File: src/rtl/ifetch_buffer.sv
// Fetch front end: owns the fetch PC, issues one-at-a-time imem requests
// and buffers returned {pc, word} pairs for decode, flushing on redirect.
module ifetch_buffer #(
  parameter int unsigned       ADDR_W   = 32,
  parameter logic [ADDR_W-1:0] RESET_PC = '0,
  parameter int unsigned       DEPTH    = 2
) (
  input  logic              clk,
  input  logic              reset,
  output logic              imem_req,
  output logic [ADDR_W-1:0] imem_addr,
  input  logic              imem_gnt,
  input  logic              imem_rvalid,
  input  logic [31:0]       imem_rdata,
  input  logic              redirect,
  input  logic [ADDR_W-1:0] redirect_pc,
  output logic              instr_valid,
  output logic [31:0]       instr,
  output logic [ADDR_W-1:0] instr_pc,
  input  logic              instr_ready
);

  localparam int unsigned PW = (DEPTH > 2) ? 2 : 1;
  localparam int unsigned CW = PW + 1;
  localparam logic [CW-1:0] DEPTH_C = CW'(DEPTH);
  localparam logic [31:0] NOP = 32'h0000_0013;
  localparam logic [ADDR_W-1:0] ALIGN = ~ADDR_W'(3);

  typedef enum logic [1:0] {
    IDLE,
    WAIT,
    DISCARD
  } state_e;

  state_e            state_q, state_d;
  logic [ADDR_W-1:0] fpc_q, fpc_d;
  logic [ADDR_W-1:0] req_pc_q, req_pc_d;
  logic [CW-1:0]     count_q, count_d;
  logic [PW-1:0]     rd_q, rd_d;
  logic [PW-1:0]     wr_q, wr_d;
  logic [ADDR_W-1:0] pc_q [DEPTH];
  logic [ADDR_W-1:0] pc_d [DEPTH];
  logic [31:0]       word_q [DEPTH];
  logic [31:0]       word_d [DEPTH];

  logic          issue_ok;
  logic          grant;
  logic          push;
  logic          pop;
  logic [CW:0]   fill_nxt;

  assign pop      = instr_valid & instr_ready;
  assign fill_nxt = {1'b0, count_q} + (CW+1)'(1)
                  - (CW+1)'(pop);

  // WAIT may reissue in the response cycle: the slot it frees is reserved
  always_comb begin
    issue_ok = 1'b0;
    unique case (state_q)
      IDLE:    issue_ok = (count_q < DEPTH_C);
      WAIT:    issue_ok = imem_rvalid
                        & (fill_nxt < {1'b0, DEPTH_C});
      default: issue_ok = 1'b0;
    endcase
  end

  assign imem_req  = ~reset & ~redirect & issue_ok;
  assign imem_addr = fpc_q;
  assign grant     = imem_req & imem_gnt;
  assign push      = (state_q == WAIT) & imem_rvalid
                   & ~redirect;

  assign instr_valid = (count_q != '0) & ~redirect;
  assign instr       = instr_valid ? word_q[rd_q] : NOP;
  assign instr_pc    = instr_valid ? pc_q[rd_q] : '0;

  always_comb begin
    state_d  = state_q;
    fpc_d    = fpc_q;
    req_pc_d = req_pc_q;
    count_d  = count_q;
    rd_d     = rd_q;
    wr_d     = wr_q;
    pc_d     = pc_q;
    word_d   = word_q;
    if (redirect) begin
      fpc_d   = redirect_pc & ALIGN;
      count_d = '0;
      rd_d    = '0;
      wr_d    = '0;
      if (state_q == WAIT) begin
        state_d = imem_rvalid ? IDLE : DISCARD;
      end
    end else begin
      if (grant) begin
        req_pc_d = fpc_q;
        fpc_d    = fpc_q + ADDR_W'(4);
      end
      if (push) begin
        pc_d[wr_q]   = req_pc_q;
        word_d[wr_q] = imem_rdata;
        wr_d         = wr_q + PW'(1);
      end
      if (pop) begin
        rd_d = rd_q + PW'(1);
      end
      if (push & ~pop) begin
        count_d = count_q + CW'(1);
      end else if (pop & ~push) begin
        count_d = count_q - CW'(1);
      end
      unique case (state_q)
        IDLE: begin
          if (grant) state_d = WAIT;
        end
        WAIT: begin
          if (imem_rvalid) state_d = grant ? WAIT : IDLE;
        end
        DISCARD: begin
          if (imem_rvalid) state_d = IDLE;
        end
        default: state_d = IDLE;
      endcase
    end
  end

  always_ff @(posedge clk or posedge reset) begin
    if (reset) begin
      state_q  <= IDLE;
      fpc_q    <= RESET_PC & ALIGN;
      req_pc_q <= '0;
      count_q  <= '0;
      rd_q     <= '0;
      wr_q     <= '0;
      for (int i = 0; i < DEPTH; i++) begin
        pc_q[i]   <= '0;
        word_q[i] <= '0;
      end
    end else begin
      state_q  <= state_d;
      fpc_q    <= fpc_d;
      req_pc_q <= req_pc_d;
      count_q  <= count_d;
      rd_q     <= rd_d;
      wr_q     <= wr_d;
      pc_q     <= pc_d;
      word_q   <= word_d;
    end
  end

endmodule

File: config.mk
export PLATFORM = sky130hd
export DESIGN_NAME = ifetch_buffer
export DESIGN_NICKNAME = d
export VERILOG_FILES = /design/src/rtl/ifetch_buffer.sv
export SDC_FILE = /design/constraint.sdc
export NUM_CORES = 1
export LEC_CHECK = 0
export CAP_MARGIN = 20
export CORE_MARGIN = 2
export CORE_UTILIZATION = 56
export DETAILED_ROUTE_END_ITERATION = 16
export PLACE_DENSITY = 0.89
export SETUP_SLACK_MARGIN = 0.05
export SLEW_MARGIN = 20
export SYNTH_ARGS = -nofsm -noshare
export SYNTH_HDL_FRONTEND = slang
export SYNTH_SLANG_ARGS = --single-unit
File: constraint.sdc
create_clock -name clk -period 12.02 [get_ports clk]
set_input_delay 1.202 -clock clk [delete_from_list [all_inputs] [get_ports clk]]
set_output_delay 1.202 -clock clk [all_outputs]
set_load 0.05 [all_outputs]
# After elaboration in Yosys (flattened, before gate mapping)
# Cells that the tools add are included.
dict set report op_classes {
  n_mux 30
  n_reduce_logical 10
  n_eq_ne 6
  magnitude_cmp 5
  add_sub_neg 7
  bitwise_logic 16
}
# operator n
set op_table {}
lappend op_table {{32-bit two-way mux} 11}
lappend op_table {{64-bit bitwise mux} 2}
lappend op_table {{32-bit by 3-bit adder with 32-bit output (second input constant)} 1}
lappend op_table {{32-bit demux with 1-bit select} 1}
lappend op_table {{2-bit two-way mux} 9}
lappend op_table {{1-bit AND} 10}
lappend op_table {{3-bit != test (second input constant)} 3}
lappend op_table {{2-bit nonzero test} 4}
lappend op_table {{2-bit case mux with 3 select lines} 1}
lappend op_table {{1-bit two-way mux} 5}
lappend op_table {{2-bit >= comparator (second input constant)} 2}
lappend op_table {{1-bit NOT} 4}
lappend op_table {{1-bit NOT with 2-bit output} 2}
lappend op_table {{2-bit AND reduction} 2}
lappend op_table {{4-bit AND reduction} 1}
lappend op_table {{2-bit by 1-bit adder with 3-bit output (second input constant)} 1}
lappend op_table {{3-bit by 2-bit less-than comparator with 1-bit output (second input constant)} 1}
lappend op_table {{3-bit nonzero test} 1}
lappend op_table {{3-bit by 1-bit subtractor with 3-bit output} 1}
lappend op_table {{1-bit adder (second input constant)} 2}
lappend op_table {{2-bit by 1-bit adder with 2-bit output (second input constant)} 1}
lappend op_table {{2-bit by 1-bit equality test with 1-bit output (second input constant)} 1}
lappend op_table {{2-bit equality test (second input constant)} 1}
lappend op_table {{2-bit logical NOT} 1}
lappend op_table {{6 further kinds} 6}
dict set report totals {
  reg_bits 198
  in_bits 70
  elab_cells 84
}

# Depth between registers and ports, before layout
# Gate-level depths: netlist (run 1).
dict set report logic_depth {
  ltp_word 13
  depth_mapped 7
  depth_no_buf 6
}

# Worst setup path after synthesis (run 1)
# No wires, ideal clock.
dict set report synth_timing {
  path_type {input to output}
  from {input port redirect}
  to {output port instr[0]}
  arrival_ns 2.864
  stages 6
  t_required_ns 10.818
  setup_slack_ns 7.954
  path_buffers 2
  cell_sequence {buf_2 clkinv_1 o21ai_1 clkbuf_1 inv_1 nand2_1}
}
dict set report synth_via {
  elab_chain_cells 3
}
# element line_no
set synth_lines {}
lappend synth_lines {{start: declaration} 15} ;# input logic redirect,
lappend synth_lines {{1-bit NOT (no source line)} --}
lappend synth_lines {{1-bit AND} 73} ;# assign instr_valid = (count_q != '0) & ~redirect;
lappend synth_lines {{net instr_valid} 17} ;# output logic instr_valid,
lappend synth_lines {{32-bit two-way mux} 74} ;# assign instr = instr_valid ? word_q[rd_q] : NOP;
lappend synth_lines {{end: declaration} 18} ;# output logic [31:0] instr,
# The timed path passes the listed nets, and every way through them passes these cells.

# Worst setup path after layout (run 1)
dict set report layout_timing {
  from {input port redirect}
  to {output port instr[0]}
}
dict set report layout_via {
  elab_chain_cells 3
}
# element line_no
set layout_lines {}
lappend layout_lines {{1-bit NOT (no source line)} --}
lappend layout_lines {{1-bit AND} 73}
lappend layout_lines {{32-bit two-way mux} 74}
# Every way passes these cells.

==> results of run 1 <==
-- stage by stage --
stage	total power (uW)	std cells
6_report	1890	1112
5_1_grt	1980	1112
4_1_cts	1910	1112
3_5_place_dp	1280	1080
3_3_place_gp	1250	1080
2_1_floorplan	1150	767
-- worst max-delay path: stages --
cell	delay, ns
buf_2	0.78
clkinv_1	0.70
o21ai_4	0.59
buf_4	0.46
inv_1	0.13
nand2_1	0.08
clkdlybuf4s50_1	0.79
-- cells by family (layout without fill, tap and decap cells) --
family	after synthesis	count (layout)	share of synthesized area [%]
AO/OA/AOI/OAI	53	53	3.88
buffers and inverters	52	209	2.71
adder cells (fa/ha/maj)	1	1	0.143
AND/OR/NAND/NOR	257	257	13.3
XOR/XNOR	20	20	2.00
multiplexers	190	190	23.6
other	1	4	0.0429
flip-flops	190	190	54.4
-- final timing paths --
| check | end | cells after the start | slack, ns | start |
|---|---|---|---|---|
| worst max-delay path | instr[0] | 7 | 6.05 | redirect |
| worst min-delay path | pc_q[51] | 1 | 0.49 | pc_q[51] |
| worst max register to register | pc_q[23] | 5 | 9.42 | state_q[1] |
| worst min register to register | pc_q[51] | 1 | 0.49 | pc_q[51] |
| max in group asynchronous | rd_q | 3 | 9.31 | reset |
| min in group asynchronous | word_q[24] | 2 | 1.43 | reset |
-- report_power, final --
group / switching (uW) / total (uW) / internal [uW]
combinational: 188 / 373 / 185
clock: 243 / 624 / 381
sequential: 103 / 897 / 794
total: 534 / 1890 / 1360
-- metal layers --
layer / track usage [%] / wire length, um
met5: 0 / 0
met4: 9.02 / 412
met3: 6.24 / 1280
met1: 32.9 / 8620
met2: 41.3 / 9820
-- layout by cell type (no fill, tap or decap), types with 8 or more instances in the layout --
master           instances
nand4_1                 15
mux2_2                 118
nand3_1                 13
mux2_1                   9
o21ai_1                 11
buf_4                    8
clkbuf_16               17
nor2_1                  72
o21ai_0                 17
mux2i_1                 63
dfrtp_1                189
xor2_1                  14
clkdlybuf4s50_1        160
nand2_1                121
-- registers in the layout, summed over array words and instances, names as in the netlist --
register,count
word_q,64
pc_q,60
imem_addr,30
req_pc_q,30
count_q,2
state_q,2
rd_q,1
wr_q,1
-- cell type report --
cell class                 instances  area share, %
timing repair buffer             170           15.0
clock inverter                    13           1.87
tap                              188           2.11
sequential                       190           42.7
inverter                           7          0.303
multi-input combinational        525           34.0
clock buffer                      19           4.06
==> impl_metrics.py, run 1 <==
metrics = {
    "status": {
        "outcome": "finished, final reports clean",
    },
    "sta": {
        "rsz_0062_raised_after_global_routing": "false",
        "clock_skew_ns": 0.0111,
        "final.setup.worst_slack_ns": 6.05,
        "fin_crit_ns": 5.97,
        "post-route-period-util_pct": 49.6,
        "setup_viol": 0,
        "tns_ns": 0,
        "maxSlewViolCount": 0,
        "max_slew_margin_pct": 30.2,
        "finalHoldViolCount": 0,
        "max_slew.worst_pin.slew_ns": 1.05,
        "final.hold.worst_slack_ns": 0.491,
        "timing.fmax_ghz": 0.168,
    },
    "logic_synthesis": {
        "postSynthRegisterBits": 190,
        "synth_top_cells_by_area": "dfrtp_1 54%, mux2_2 15%, mux2i_1 7.2%, nand2_1 5.2%, nor2_1 3.1%",
        "postSynthCellCount": 764,
        "post_synthesis_sequential_area_ratio_pct": 54.4,
        "synth_most_common_cell": "dfrtp_1",
        "syn_area_per_cell_um2": 11.4,
        "yosysUniqueCellTypes": 50,
        "cell_types_with_the_highest_counts_after_synthesis": "190 x dfrtp_1, 122 x nand2_1, 118 x mux2_2",
        "post-synth-top-area-cell": "dfrtp_1",
        "synth-edff-count": 0,
        "postSynth.topFlopCell": "dfrtp_1",
        "synth-warning-count": 0,
        "netlist_area_um2": 8740,
        "async_flop_share_pct": 100,
        "synthDominantCellAreaShare_pct": 54.4,
    },
    "clock_network": {
        "post-cts-setup-buffers": 0,
        "ctsResizeCount": 0,
        "worst_setup_hold_path_clk_slew_ns": 0.07,
        "htreeDepth": 4,
        "tritoncts": "done",
        "clock_sink_count": 190,
        "cts_max_path_buffers": 2,
        "clock-root-buffer": "clkbuf_16",
        "number_of_hold_buffers_added_after_cts": 0,
        "tritoncts_buffers": 17,
        "clkLatencyLatePin_ns": 0.43,
    },
    "global_routing": {
        "gr-total-overflow": 0,
        "largest_net_degree_at_the_start_of_global_routing": 110,
        "first_global_vias": 6376,
        "grt_first_pass_wirelength_um": 32400,
        "grt_usage_pct": 25.2,
        "antenna_found_initial": 0,
    },
    "die": {
        "dieWidth_um": 129,
        "initial_core_util_pct": 57.5,
        "placeableCoreArea_um2": 15200,
        "dieHeight_um": 129,
        "design.portCount": 168,
        "rows": 45,
        "dieArea_um2": 16600,
    },
    "critical_path": {
        "timing.critical_path.from_type": "input pin",
        "worst-endpoint-arrival_ns": 4.76,
        "worst-setup-path-type": "in2out",
        "critical_path_peak_fanout": 56,
        "end_kind": "output pin",
        "cp_data_required_time_ns": 10.82,
    },
    "routing": {
        "drt_pass1_iterations": 5,
        "vias_after_detailed_routing": 6344,
        "detail_route.vias_per_cell": 5.71,
        "remaining_drc_errors": 0,
        "postRouteAntennaNets": 0,
        "initialDrtViolationCount": 416,
        "avgRoutedWirePerCell_um": 18.1,
        "routed_wl_um": 20100,
    },
    "power_and_ir_drop": {
        "vdd_drop_max_mv": 0.124,
        "total_leakage_power_uw": 0.00485,
        "power.density_cell_area_nw_per_um2": 170,
    },
    "place": {
        "dpl_cell_area_um2": 10500,
        "port-buffer-count": 161,
        "gpl.final_weighted_congestion": 0.783,
        "dp_hpwl_um": 12900,
        "detailedPlace.worstSlack_ns": 6.09,
    },
    "cells_and_area": {
        "share_of_post_route_cells_with_drive_strength_above_1_pct": 19.0,
        "antennaDiodeCount": 0,
        "sequential_cell_area_um2": 4760,
        "area_growth_syn_to_layout_pct": 27.6,
        "multi_input_gate_area_in_the_final_layout_um2": 3790,
        "design_area_um2": 11200,
        "layout.filler_cells": 1068,
        "final_net_count": 982,
        "finalCoreUtilization_pct": 73.4,
    },
    "min_path": {
        "hold_path_class": "reg2reg",
    },
    "run": {
        "max_cap_violations": 0,
    },
}
Power figures use the tool's default switching activity.
==> run 2, diff against run 1 <==
CORE_UTILIZATION = 47   (was 56)
PLACE_DENSITY = 0.8   (was 0.89)
clock period = 5.1 ns   (was 12.02 ns; I/O delays follow)
==> run 2 against run 1 <==
  * First-iteration DRC count down 40%
  * Via count down 2.1%
  * Critical path depth down 3
  * Non-clock buffer count up 1
  * Global-route usage down 4.3 points
  * Sequential share of layout area up 0.18 points
  * Critical endpoint is now instr_pc[25]
==> impl_metrics.py, run 2 (same netlist as run 1, synthesis figures left out) <==
metrics = {
    "routing": {
        "avgRoutedWirePerCell_um": 17.4,
        "vias_after_detailed_routing": 6209,
        "routed_wl_um": 20000,
        "postRouteAntennaNets": 0,
        "remaining_drc_errors": 0,
        "detail_route.vias_per_cell": 5.38,
        "initialDrtViolationCount": 248,
        "drt_pass1_iterations": 4,
    },
    "clock_network": {
        "tritoncts_buffers": 17,
        "post-cts-setup-buffers": 0,
        "cts_max_path_buffers": 2,
        "clkLatencyLatePin_ns": 0.43,
        "ctsResizeCount": 0,
        "tritoncts": "done",
        "htreeDepth": 4,
        "number_of_hold_buffers_added_after_cts": 0,
        "clock-root-buffer": "clkbuf_16",
        "clock_sink_count": 190,
        "worst_setup_hold_path_clk_slew_ns": 0.07,
    },
    "critical_path": {
        "critical-path-max-stage-delay_ns": 1.04,
        "worst-setup-path-type": "reg2out",
        "timing.critical_path.slowest_stage_cell": "dfrtp_4",
        "crit_chain": "buf_4 -> mux2i_1 -> nor2_1 -> clkdlybuf4s50_1",
        "worst-endpoint-arrival_ns": 3.01,
        "timing.critical_path.from_type": "flip-flop",
        "cp_data_required_time_ns": 4.59,
        "critical_path_peak_fanout": 49,
        "end_kind": "output pin",
    },
    "cells_and_area": {
        "largest-register": "word_q",
        "largest_register_ffs": 64,
        "design_area_um2": 11100,
        "share_of_post_route_cells_with_drive_strength_above_1_pct": 19.0,
        "layout.cells.most_common": "dfrtp_1",
        "layout_top_registers": "word_q: 64 flops, pc_q: 60 flops",
        "layout.filler_cells": 1482,
        "final_net_count": 983,
        "antennaDiodeCount": 0,
        "area_growth_syn_to_layout_pct": 27.1,
        "layout_common_cells": "189 x dfrtp_1, 160 x clkdlybuf4s50_1, 121 x nand2_1, 118 x mux2_2, 72 x nor2_1",
    },
    "power_and_ir_drop": {
        "power.density_cell_area_nw_per_um2": 378,
        "total_leakage_power_uw": 0.00480,
        "vdd_drop_max_mv": 0.252,
    },
    "sta": {
        "maxSlewViolCount": 0,
        "final.setup.worst_slack_ns": 1.58,
        "post-route-period-util_pct": 69.1,
        "finalHoldViolCount": 0,
        "fin_crit_ns": 3.52,
        "max_slew.worst_pin.slew_ns": 0.960,
        "setup_viol": 0,
        "tns_ns": 0,
        "clock_skew_ns": 0.00866,
        "max_slew_margin_pct": 35.8,
        "rsz_0062_raised_after_global_routing": "false",
        "timing.fmax_ghz": 0.284,
    },
    "run": {
        "max_cap_violations": 0,
    },
    "global_routing": {
        "gr-total-overflow": 0,
        "first_global_vias": 6355,
        "antenna_found_initial": 0,
        "grt_usage_pct": 20.9,
        "grt_first_pass_wirelength_um": 32600,
        "largest_net_degree_at_the_start_of_global_routing": 141,
    },
    "die": {
        "initial_core_util_pct": 48.3,
        "design.portCount": 168,
        "dieHeight_um": 140,
        "dieArea_um2": 19700,
        "placeableCoreArea_um2": 18100,
        "dieWidth_um": 140,
        "rows": 49,
    },
    "place": {
        "detailedPlace.worstSlack_ns": 1.71,
        "dp_hpwl_um": 13000,
        "gpl.final_weighted_congestion": 0.762,
        "dpl_cell_area_um2": 10600,
        "port-buffer-count": 161,
    },
    "min_path": {
        "hold_path_class": "reg2reg",
    },
    "status": {
        "outcome": "finished, final reports clean",
    },
}
==> run 2: changes by cell type in the layout (fill, tap and decap cells not counted), sizes merged <==
cell,previous run,this run
buf,10,11
bufinv,5,0
inv,8,10
clkinvlp,3,5
clkbuf,19,18
clkinv,4,6
==> run 2: per-layer routing <==
metal	global-route usage (%)	wire [um]
met1	27.7	9090
met4	5.42	199
met5	0	0
met3	4.79	1140
met2	35.0	9580
==> run 2: metrics by stage <==
step / utilization, % / hold WS [ns] / total power [uW] / std cells
4_1_cts: 61.4 / 0.490 / 4240 / 1154
3_3_place_gp: 58.4 / 0.467 / 2960 / 1122
3_5_place_dp: 58.4 / 0.474 / 3010 / 1122
5_1_grt: 61.4 / 0.504 / 4430 / 1154
6_report: 61.4 / 0.486 / 4200 / 1154
2_1_floorplan: - / 0.457 / 2710 / 767
==> run 2: critical path, delay by kind of cell, from the launching register on <==
family	cells	cell delay (ns)
buffers and inverters	2	1.27
muxes	1	0.13
DFF	1	1.04
and+or+nand+nor	1	0.12
==> run 2: power by group <==
part	leakage (uW)	internal, uW	switching (uW)
clock	0.000258	633	595
sequential	0.00248	1870	231
combinational	0.00206	439	434
total	0.00480	2940	1260
==> run 2: cell type report <==
cell class / count / area, um2 / share of cell area, %
sequential: 190 / 4760 / 42.8
multi-input combinational: 525 / 3790 / 34.1
timing repair buffer: 171 / 1710 / 15.4
clock buffer: 18 / 429 / 3.86
tap: 229 / 287 / 2.58
clock inverter: 14 / 110 / 0.991
inverter: 7 / 30.0 / 0.270
==> run 2: path summary, 6_finish.rpt <==
check	from	to	slack, ns	depth (start not counted)
min in group asynchronous	reset	req_pc_q[2]	0.82	3
min reg2reg	pc_q[59]	pc_q[59]	0.49	1
max in group asynchronous	reset	imem_addr[28]	3.72	3
max	rd_q	instr_pc[25]	1.58	4
min	pc_q[59]	pc_q[59]	0.49	1
max reg2reg	state_q[1]	word_q[40]	2.57	4
==> run 3, diff against run 2 <==
CORE_UTILIZATION = 52   (was 47)
PLACE_DENSITY = 0.84   (was 0.8)
clock period = 3.65 ns   (was 5.1 ns; I/O delays follow)
==> run 3 against run 2 <==
  * Via count up 2.6%
  * Critical path depth increased by 3
  * Register-to-register slack got worse by 1.3 ns
  * Power is 42% higher
  * Sequential cell count is the same
  * First-iteration DRC count increased by 34%
  * Sequential power increased by 40%
  * Cell count fell by 0.52%
  * Combinational power is 41% higher
  * Non-clock buffer count increased by 5
  * Critical path type is now in2out
  * Critical endpoint is now instr[1]
  * Highest routed layer unchanged
==> impl_metrics.py, run 3 (same netlist as run 1, synthesis figures left out) <==
metrics = {
    "place": {
        "dpl_cell_area_um2": 10500,
        "dp_hpwl_um": 13500,
        "port-buffer-count": 161,
        "dp.cells": 1118,
        "gpl.final_weighted_congestion": 0.785,
    },
    "clock_network": {
        "cts_max_path_buffers": 2,
        "tritoncts": "done",
        "ctsResizeCount": 0,
        "worst_setup_hold_path_clk_slew_ns": 0.07,
        "clock_sink_count": 190,
        "tritoncts_buffers": 17,
        "htreeDepth": 4,
        "clock-root-buffer": "clkbuf_16",
        "post-cts-setup-buffers": 0,
        "number_of_hold_buffers_added_after_cts": 0,
        "clkLatencyLatePin_ns": 0.42,
    },
    "die": {
        "placeableCoreArea_um2": 16500,
        "dieArea_um2": 17900,
        "rows": 47,
        "dieHeight_um": 134,
        "design.portCount": 168,
        "dieWidth_um": 134,
        "initial_core_util_pct": 52.9,
    },
    "min_path": {
        "hold_path_class": "in2reg",
    },
    "cells_and_area": {
        "design_area_um2": 11100,
        "final_net_count": 988,
        "layout.filler_cells": 1227,
        "area_growth_syn_to_layout_pct": 27.0,
        "layout.cells.most_common": "dfrtp_1",
        "antennaDiodeCount": 0,
        "layout_common_cells": "189 x dfrtp_1, 121 x nand2_1, 118 x mux2_2, 114 x clkdlybuf4s50_1, 72 x nor2_1",
        "largest_register_ffs": 64,
        "non_filler_cells_in_the_finished_layout": 1148,
        "layout_top_registers": "word_q: 64 flops, pc_q: 60 flops",
        "finalCoreUtilization_pct": 67.2,
        "share_of_post_route_cells_with_drive_strength_above_1_pct": 23.9,
        "largest-register": "word_q",
    },
    "power_and_ir_drop": {
        "vdd_drop_max_mv": 0.380,
        "power.density_cell_area_nw_per_um2": 538,
        "total_leakage_power_uw": 0.00495,
    },
    "sta": {
        "setup_viol": 0,
        "timing.fmax_ghz": 0.327,
        "finalHoldViolCount": 0,
        "rsz_0062_raised_after_global_routing": "false",
        "fin_crit_ns": 3.06,
        "maxSlewViolCount": 0,
        "post-route-period-util_pct": 83.8,
        "max_slew_margin_pct": 48.1,
        "clock_skew_ns": 0.00645,
        "tns_ns": 0,
        "max_slew.worst_pin.slew_ns": 0.776,
        "final.hold.worst_slack_ns": 0.395,
    },
    "critical_path": {
        "critical_path_peak_fanout": 38,
        "end_kind": "output pin",
        "cp_data_required_time_ns": 3.28,
        "worst-endpoint-arrival_ns": 2.69,
        "timing.critical_path.from_type": "input pin",
        "worst-setup-path-type": "in2out",
    },
    "global_routing": {
        "grt_usage_pct": 23.4,
        "antenna_found_initial": 0,
        "gr-total-overflow": 0,
        "largest_net_degree_at_the_start_of_global_routing": 75,
        "first_global_vias": 6527,
        "grt_first_pass_wirelength_um": 33100,
    },
    "routing": {
        "remaining_drc_errors": 0,
        "initialDrtViolationCount": 333,
        "avgRoutedWirePerCell_um": 17.4,
        "vias_after_detailed_routing": 6368,
        "routed_wl_um": 20000,
        "postRouteAntennaNets": 0,
        "drt_pass1_iterations": 5,
        "detail_route.vias_per_cell": 5.55,
    },
    "status": {
        "outcome": "finished, final reports clean",
    },
    "run": {
        "max_cap_violations": 0,
    },
}
[run 3: cell types whose count changed in the layout (fill, tap and decap cells not counted)]
cell             previous run  this run
buf_12                      2         6
buf_4                       8        55
bufinv_16                   0         2
clkbuf_1                    1         4
clkbuf_8                    0         3
clkdlybuf4s50_1           160       114
clkinv_2                    4         2
clkinv_4                    1         0
clkinvlp_4                  5         3
inv_6                       2         0
inv_8                       3         0
[run 3: per-stage QoR]
| stage | power (uW) | setup WS (ns) |
|---|---|---|
| after floorplan | 3790 | 0.837 |
| after global placement | 4140 | 0.606 |
| after detailed placement | 4210 | 0.571 |
| after CTS | 6010 | 0.576 |
| after global routing | 6270 | 0.420 |
| final | 5970 | 0.592 |
[run 3: path summary, 6_finish.rpt]
kind	to	slack, ns	start	cells after the start
min in group asynchronous	state_q[0]	0.44	reset	2
worst max-delay path	instr[1]	0.59	redirect	7
worst min register to register	pc_q[50]	0.48	pc_q[50]	1
worst max register to register	imem_addr[5]	1.26	count_q[1]	6
worst min-delay path	imem_addr[12]	0.40	redirect	3
max in group asynchronous	word_q[45]	2.42	reset	3
[run 3: critical path, cell delays in order]
cell and delay (ns):
buf_2 0.38, clkinv_1 0.51, o21ai_4 0.47, buf_4 0.51, inv_1 0.16, nand2_1 0.14
buf_12 0.14
[run 3: where the power goes]
group          total, uW  internal (uW)  switching (uW)  leakage [uW]
registers           2940           2610             329       0.00248
clock network       1800           1050             743      0.000272
logic               1230            616             610       0.00220
[run 3: cell type report]
class                   count  area [um2]  area share, %
clock buffers              24         482           4.34
repair buffers            176        1680           15.1
well taps                 220         275           2.48
flip-flops and latches    190        4760           42.9
multi-input cells         525        3790           34.1
clock inverters             6        85.1          0.767
inverters                   7        30.0          0.271
[run 3: routing by layer]
metal / routed length (um) / GRT usage [%]
met1: 9020 / 32.0
met3: 1170 / 5.21
met4: 405 / 8.16
met5: 0 / 0
met2: 9430 / 37.1
